**src/rtl/pc_gen.sv**
```systemverilog
// rtl/pc_gen.sv - program counter generator with trap handling and return-address stack
// BOOT/RUN/TRAP sequencing, prioritised redirect, circular RAS that overwrites its oldest entry.
module pc_gen #(
   parameter int unsigned      WIDTH        = 32,
   parameter logic [WIDTH-1:0] RESET_VECTOR = '0,
   parameter logic [WIDTH-1:0] EXC_VECTOR   = WIDTH'(32'h0000_0080),
   parameter int unsigned      RAS_DEPTH    = 4
) (
   input  logic             clk,
   input  logic             reset,
   input  logic             PCWrite,
   input  logic             branch_taken,
   input  logic [WIDTH-1:0] branch_target,
   input  logic             jump,
   input  logic [WIDTH-1:0] jump_target,
   input  logic             call,
   input  logic             ret,
   input  logic             exception,
   input  logic             eret,
   output logic [WIDTH-1:0] currentAddress,
   output logic [WIDTH-1:0] epc,
   output logic             pc_valid,
   output logic             ras_empty,
   output logic             ras_full,
   output logic             ras_underflow
);

   localparam int unsigned PW = $clog2(RAS_DEPTH);
   localparam int unsigned CW = PW + 1;
   localparam logic [WIDTH-1:0] FOUR = WIDTH'(4);

   typedef enum logic [1:0] {BOOT, RUN, TRAP} state_t;

   state_t           state_q, state_d;
   logic [WIDTH-1:0] pc_q, pc_d, epc_q, epc_d;
   logic [WIDTH-1:0] ras_q [RAS_DEPTH];
   logic [PW-1:0]    sp_q;
   logic [CW-1:0]    cnt_q;
   logic             uflow_q, uflow_d;
   logic             push, pop, repl;
   logic [WIDTH-1:0] seq_pc, ras_top;
   logic             empty, full;

   assign seq_pc  = pc_q + FOUR;
   assign ras_top = ras_q[sp_q - PW'(1)];
   assign empty   = (cnt_q == '0);
   assign full    = (cnt_q == CW'(RAS_DEPTH));

   always_comb begin
      state_d = state_q;
      pc_d    = pc_q;
      epc_d   = epc_q;
      uflow_d = 1'b0;
      push    = 1'b0;
      pop     = 1'b0;
      repl    = 1'b0;
      case (state_q)
         BOOT: state_d = RUN;
         TRAP: state_d = RUN;
         RUN: begin
            if (exception) begin
               epc_d   = pc_q;
               pc_d    = EXC_VECTOR;
               state_d = TRAP;
            end else if (eret) begin
               pc_d = epc_q;
            end else if (PCWrite) begin
               if (ret) begin
                  // Empty-stack return falls through to the next sequential address.
                  if (empty) begin
                     pc_d    = seq_pc;
                     uflow_d = 1'b1;
                     push    = call;
                  end else begin
                     pc_d = ras_top;
                     repl = call;
                     pop  = ~call;
                  end
               end else begin
                  if (jump)              pc_d = jump_target;
                  else if (branch_taken) pc_d = branch_target;
                  else                   pc_d = seq_pc;
                  push = call;
               end
            end
         end
         default: state_d = BOOT;
      endcase
   end

   always_ff @(posedge clk or negedge reset) begin
      if (!reset) begin
         state_q <= BOOT;
         pc_q    <= RESET_VECTOR;
         epc_q   <= '0;
         uflow_q <= 1'b0;
         sp_q    <= '0;
         cnt_q   <= '0;
         for (int i = 0; i < int'(RAS_DEPTH); i++) ras_q[i] <= '0;
      end else begin
         state_q <= state_d;
         pc_q    <= pc_d;
         epc_q   <= epc_d;
         uflow_q <= uflow_d;
         if (push) begin
            ras_q[sp_q] <= seq_pc;
            sp_q        <= sp_q + PW'(1);
            if (!full) cnt_q <= cnt_q + CW'(1);
         end else if (pop) begin
            sp_q  <= sp_q - PW'(1);
            cnt_q <= cnt_q - CW'(1);
         end else if (repl) begin
            ras_q[sp_q - PW'(1)] <= seq_pc;
         end
      end
   end

   assign currentAddress = pc_q;
   assign epc            = epc_q;
   assign pc_valid       = (state_q == RUN);
   assign ras_empty      = empty;
   assign ras_full       = full;
   assign ras_underflow  = uflow_q;

endmodule

```
**config.mk**
```make
export PLATFORM = sky130hd
export DESIGN_NAME = pc_gen
export DESIGN_NICKNAME = d
export VERILOG_FILES = /design/src/rtl/pc_gen.sv
export SDC_FILE = /design/constraint.sdc
export NUM_CORES = 1
export LEC_CHECK = 0
export CAP_MARGIN = 15
export CORE_MARGIN = 3
export CORE_UTILIZATION = 50
export DETAILED_ROUTE_END_ITERATION = 8
export GPL_TIMING_DRIVEN = 0
export PLACE_DENSITY = 0.77
export SETUP_SLACK_MARGIN = 0.15
export SLEW_MARGIN = 20
export SYNTH_ARGS = -nofsm -noshare
export SYNTH_HDL_FRONTEND = slang
export SYNTH_SLANG_ARGS = --single-unit
```
**constraint.sdc**
```tcl
create_clock -name clk -period 3.1 [get_ports clk]
set_clock_uncertainty 0.2 [all_clocks]
set_input_delay 0.62 -clock clk [delete_from_list [all_inputs] [get_ports clk]]
set_output_delay 0.62 -clock clk [all_outputs]
set_load 0.01 [all_outputs]
```
* Word level (Yosys, flattened, before mapping)
Cells that the tools add are included.
** Word-level totals
- Flip-flop bits (word level) :: 200
- Input port bits :: 73
- Output and inout port bits :: 68
** Cells by class
- Add/subtract/negate cells :: 5
- $lt $le $gt $ge :: 4
- Equality and inequality tests :: 6
- Multiplexer cells :: 50
- Bitwise operators :: 3
- Reductions and logical operators :: 12
** Operators by type and width (count)
- 128-bit two-way mux :: 3
- 32-bit two-way mux :: 11
- 128-bit bitwise mux :: 2
- 32-bit demux with 2-bit select :: 2
- 32-bit binary-select mux with 2-bit select :: 1
- 32-bit by 3-bit adder with 32-bit output (second input constant) :: 1
- 1-bit two-way mux :: 24
- 3-bit two-way mux :: 3
- 2-bit AND reduction :: 4
- 3-bit greater-or-equal comparator (second input constant) :: 2
- 3-bit by 1-bit < comparator with 1-bit output (second input constant) :: 2
- 2-bit two-way mux :: 3
- 2-bit != test (second input constant) :: 3
- 2-bit inverter with 3-bit output :: 2
- 2-bit one-hot mux with 2 select lines :: 1
- 2-bit nonzero test :: 2
- 3-bit by 1-bit adder with 3-bit output (second input constant) :: 1
- 3-bit equality test (second input constant) :: 1
- 3-bit zero test :: 1
- 3-bit nonzero test :: 1
- 3-bit by 1-bit subtractor with 3-bit output (second input constant) :: 1
- 2-bit by 1-bit adder with 2-bit output (second input constant) :: 1
- 2-bit by 1-bit equality test with 1-bit output (second input constant) :: 1
- 2-bit equality test (second input constant) :: 1
- 5 further kinds :: 6

* Logic depth before layout (Yosys ltp)
- Word-level depth :: 10
- Depth in mapped cells :: 13
- Depth with buffers taken out :: 9

* Worst setup path before layout
Ideal clock, no wire load.
- Path type :: reg2reg
- Start :: register sp_q[0]
- End :: register pc_q[14] (netlist: currentAddress[14])
- Library setup time :: 0.120 ns
- Arrival :: 3.036 ns
- Slack :: -0.256 ns
- Cell stages (with the launch flop) :: 13
- Path buffers :: 6
- Period minus slack after synthesis :: 3.356 ns
- Path through :: dfrtp_1 > buf_2 > buf_4 > buf_2 > inv_1 > ha_1 > buf_2 > clkbuf_1 > clkbuf_1 > mux4_2 > nand2_1 > o211ai_1 > a31o_2
** On the way
- Longest elaborated chain between the ends :: 10
** RTL lines
- start, declared :: RTL line 37 : logic [PW-1:0] sp_q;
- start signal, assigned :: RTL line 107 : sp_q <= sp_q + PW'(1);
- start signal, assigned :: RTL line 110 : sp_q <= sp_q - PW'(1);
- 2-bit by 1-bit subtractor with 2-bit output :: RTL line 45 : assign ras_top = ras_q[sp_q - PW'(1)];
- 2-bit inverter with 3-bit output (not written as such) :: RTL line 45
- 32-bit binary-select mux with 2-bit select :: RTL line 45
- 32-bit two-way mux (not written as such) (2 in series) :: RTL line 45
- 32-bit two-way mux :: RTL line 70 : if (empty) begin
- 32-bit two-way mux :: RTL line 68 : if (ret) begin
- 32-bit two-way mux :: RTL line 67 : end else if (PCWrite) begin
- 32-bit two-way mux :: RTL line 65 : end else if (eret) begin
- 32-bit two-way mux :: RTL line 61 : if (exception) begin
- end signal, assigned :: RTL line 102 : pc_q <= pc_d;
- end, declared :: RTL line 35 : logic [WIDTH-1:0] pc_q, pc_d, epc_q, epc_d;
No other way between the ends. The select of a mux whose other input is x is not followed.
A chain may end at the register's enable or synchronous reset.

* Final worst setup path
- Start :: register pc_q[2] (netlist: currentAddress[2])
- End :: register pc_q[15] (netlist: currentAddress[15])
** On the way
- Longest elaborated chain between the ends :: 7
- Elaborated cells between the ends (all ways) :: 8
- Those cells by class :: add/sub (1); mux (7)
** RTL lines
- 32-bit by 3-bit adder with 32-bit output (*) :: RTL line 44 : assign seq_pc = pc_q + FOUR;
- 32-bit two-way mux :: RTL line 81 : else if (branch_taken) pc_d = branch_target;
- 32-bit two-way mux :: RTL line 80 : if (jump) pc_d = jump_target;
- 32-bit two-way mux (*) :: RTL line 68
- 32-bit two-way mux (*) :: RTL line 67
- 32-bit two-way mux (*) :: RTL line 65
- 32-bit two-way mux (*) :: RTL line 61
Every way passes the cells marked *; elsewhere a longest branch is shown, timed or not. The select of a mux whose other input is x is not followed.

==> metrics.yaml <==
floorplan:
  fp.dieH_um: 149.6
  initial_core_util_pct: 51.96
  io_pins: 141
  die-area_mm2: 0.02238
  die_w_um: 149.6
  rows: 51
  core_area_mm2: 0.01985
routing:
  initialDrtViolationCount: 1213
  drc: 0
  firstDrtPassIters: 6
  via_per_inst: 6.376
  routed_wl_um: 34700
  drtAntennaViolNets: 0
  vias: 9302
  routedWlPerCell_um: 23.78
finish:
  nNetsFinal: 1260
  drive_above_1_share_pct: 16.58
  seq_area_mm2: 0.005005
  fin_area_mm2: 0.01296
  n_fill_cell: 1521
  antennaDiodeCount: 0
  instances_no_fill: 1459
  multi_input_area_mm2: 0.004877
  area_growth_pct: 25.71
yosys:
  synth-seq-cells: 200
  async_flop_share_pct: 100.0
  synth_edf_count: 0
  ys_seq_area_share_pct: 48.54
  yosysUniqueCellTypes: 68
  synth_area_mm2: 0.01031
  synth_top_cell_by_area: "dfrtp_1"
  yosys.area.top_type_share_pct: 48.54
  synth_nets: 1087
  synth_cells: 1008
  syn_avg_cell_area_um2: 10.23
  synth_area_leaders: "dfrtp_1 49%, a21oi_1 7.2%, mux4_2 7.0%"
  yosysWarnings: 0
  ys.flop_type: "dfrtp_1"
critical_path:
  end_kind: "flop"
  crit_required_ns: 3.23
  path_delay_family: "simple AND/OR/NAND/NOR gates"
  reg2regPathDepth: 7
  cpPeakStageDelay_ns: 0.51
  r2r_start: "currentAddress[2]"
  r2r_setup_slack_ns: 0.18
  critical_path_class: "reg2reg"
  worstPathArrival_ns: 3.05
  critical-path-slowest-cell: "xor2_1"
  critPathLaunchType: "flop"
  path_cells: "buf_2, nand4_1, nor4_4, nand2_1, xor2_1, a21oi_1, a221o_1"
  critPathBufInv: 1
  worstPathMaxFanout: 10
  r2r-end: "currentAddress[15]"
  crit_start: "currentAddress[2]"
power:
  total_power_mw: 10.32
  leakagePower_nw: 5.674
  pwr-share-clk_pct: 21.5
  seqPwrFrac_pct: 39.6
  p_int_mw: 6.535
  combPwrFrac_pct: 38.9
  p_per_area_mw_per_mm2: 796.1
  p_sw_share_pct: 36.67
  power_switching_mw: 3.784
  peakVddDrop_uv: 343.9
grt:
  grt-ovfl-total: 0
  grt_start_max_net_pins: 101
  grt_pass1_wl_um: 52250
  grt_pass1_vias: 8922
  antenna_found_initial: 0
  grtUsageTotal_pct: 30.98
clocking:
  clock_sink_count: 200
  clockBufferDepth: 2
  path_clk_slew_ns: 0.07
  clk_latency_ns: 0.45
  numCtsBuffers: 17
  cts_root_buffer: "clkbuf_16"
  cts_tree: "done"
  htreeDepth: 4
place:
  pre_cts_slack_ns: -0.6281
  place_area_mm2: 0.01209
  dp_hpwl_um: 24770
  port-buffer-count: 137
  finalWeightedCongestion: 0.9762
  placedCellCount: 1412
timing:
  setup_viol: 0
  fin_crit_ns: 2.924
  hold_violations: 0
  period_share_pct: 94.32
  setup_slack_ns: 0.1761
  drv_slew: 0
  slew_headroom_pct: 31.23
  worst_pin_slew_ns: 1.023
  rsz0062_at_grt: "true"
  max_freq_ghz: 0.3420
min_path:
  min_to: "state_q[0]"
  hp-start: "state_q[1]"
  hp-class: "reg2reg"
  whs_path_depth: 1
outcome:
  run_status: "complete, no violations"
run:
  drv_cap: 0
## how the worst max path moves through the flow
stage | end | cells after the start
3_5_place_dp | currentAddress[12] | 13
6_report | currentAddress[15] | 7
2_1_floorplan | currentAddress[14] | 12
5_1_grt | currentAddress[15] | 7
3_3_place_gp | epc[23] | 1
4_1_cts | currentAddress[21] | 11
## synth_stat cells, types with 8 or more instances
cell	count
nor3_1	8
nor2_1	147
buf_2	31
clkbuf_8	11
a21oi_1	148
nand3_1	11
clkbuf_1	24
nand2_1	73
o22ai_1	14
xor2_1	15
xnor2_1	16
a221o_1	11
a21o_1	9
mux4_2	32
o21ai_0	51
a22oi_1	14
dfrtp_1	200
inv_1	22
nand4_1	9
mux2_2	38
a211oi_1	12
## routing by layer
layer  GRT usage (%)  vias up  part of all wire, %
li1                -     3983                    -
met1           42.96     4529                   39
met2           48.12      677                   46
met3           6.511      113                   10
met4           12.36        0                  4.1
met5               0        -                    0
## cells by family after synthesis
group | Yosys count | synth area share [%]
XOR/XNOR | 32 | 2.791
multiplexers | 77 | 11.82
adder cells (fa/ha/maj) | 6 | 0.7280
flip-flops | 200 | 48.54
AO/OA/AOI/OAI | 317 | 19.01
buffers and inverters | 97 | 5.109
AND/OR/NAND/NOR | 279 | 12.00
## metrics by stage
| step | hold WS [ns] | TNS [ns] | util [%] |
|---|---|---|---|
| 4_1_cts | 0.2897 | 0 | 64.45 |
| 6_report | 0.2989 | 0 | 65.32 |
| 3_5_place_dp | 0.2643 | -58.83 | 60.90 |
| 3_3_place_gp | 0.2591 | -1469.34 | 60.60 |
| 5_1_grt | 0.3033 | 0 | 65.32 |
| 2_1_floorplan | 0.1244 | 0 | - |
## cell type report
class,count,share of cell area (%)
buffer,73,4.151
clock buffer,18,3.388
clock inverter,14,1.062
inverter,24,0.6950
multi-input combinational,711,37.63
sequential,200,38.61
tap,265,2.558
timing repair buffer,154,11.91
## power by group through the flow
stage | clock (mW) | sequential [mW] | combinational, mW
after CTS | 2.21 | 4.06 | 3.85
after global placement | 0 | 4.06 | 3.59
final | 2.21 | 4.09 | 4.02
after global routing | 2.34 | 4.18 | 4.32
after detailed placement | 0 | 4.10 | 3.69
after floorplan | 0 | 4.01 | 2.30
## registers in the layout (all words and copies together) (netlist names)
register / cells
ras_underflow: 1
epc: 32
state_q: 2
ras_q: 128
sp_q: 2
currentAddress: 32
cnt_q: 3
## placed cells by master (no fill, tap or decap), types with 5 or more instances in the layout
cell type          n
a221o_1           11
o22a_1             7
nor3_1             7
nor2b_1            6
buf_2             23
dfrtp_1          200
and3_1             5
nand3_1           11
a21oi_1          148
a22oi_1           14
inv_1             22
o21ai_0           50
clkbuf_8          13
xor2_1            11
clkbuf_1          18
mux2i_1            7
ha_1               6
clkbuf_16         18
mux2_2            38
nor2_1           146
xnor2_1           14
o221ai_1           5
mux4_2            32
a211oi_1          12
o211ai_1           6
clkdlybuf4s50_1  134
nand4_1            9
a21o_1             9
o22ai_1           14
buf_4             18
nand2_1           72
## timing repair
item / 4_1_cts / 5_1_grt
endpoints found under the setup margin: 134 / 125
pin swaps: 2 / 2
endpoints found under the hold margin: 18 / 0
setup buffers: 3 / 11
resized for setup: 26 / 19
hold buffers: 1 / 0
Note: power is estimated with default switching activity, not from simulation.
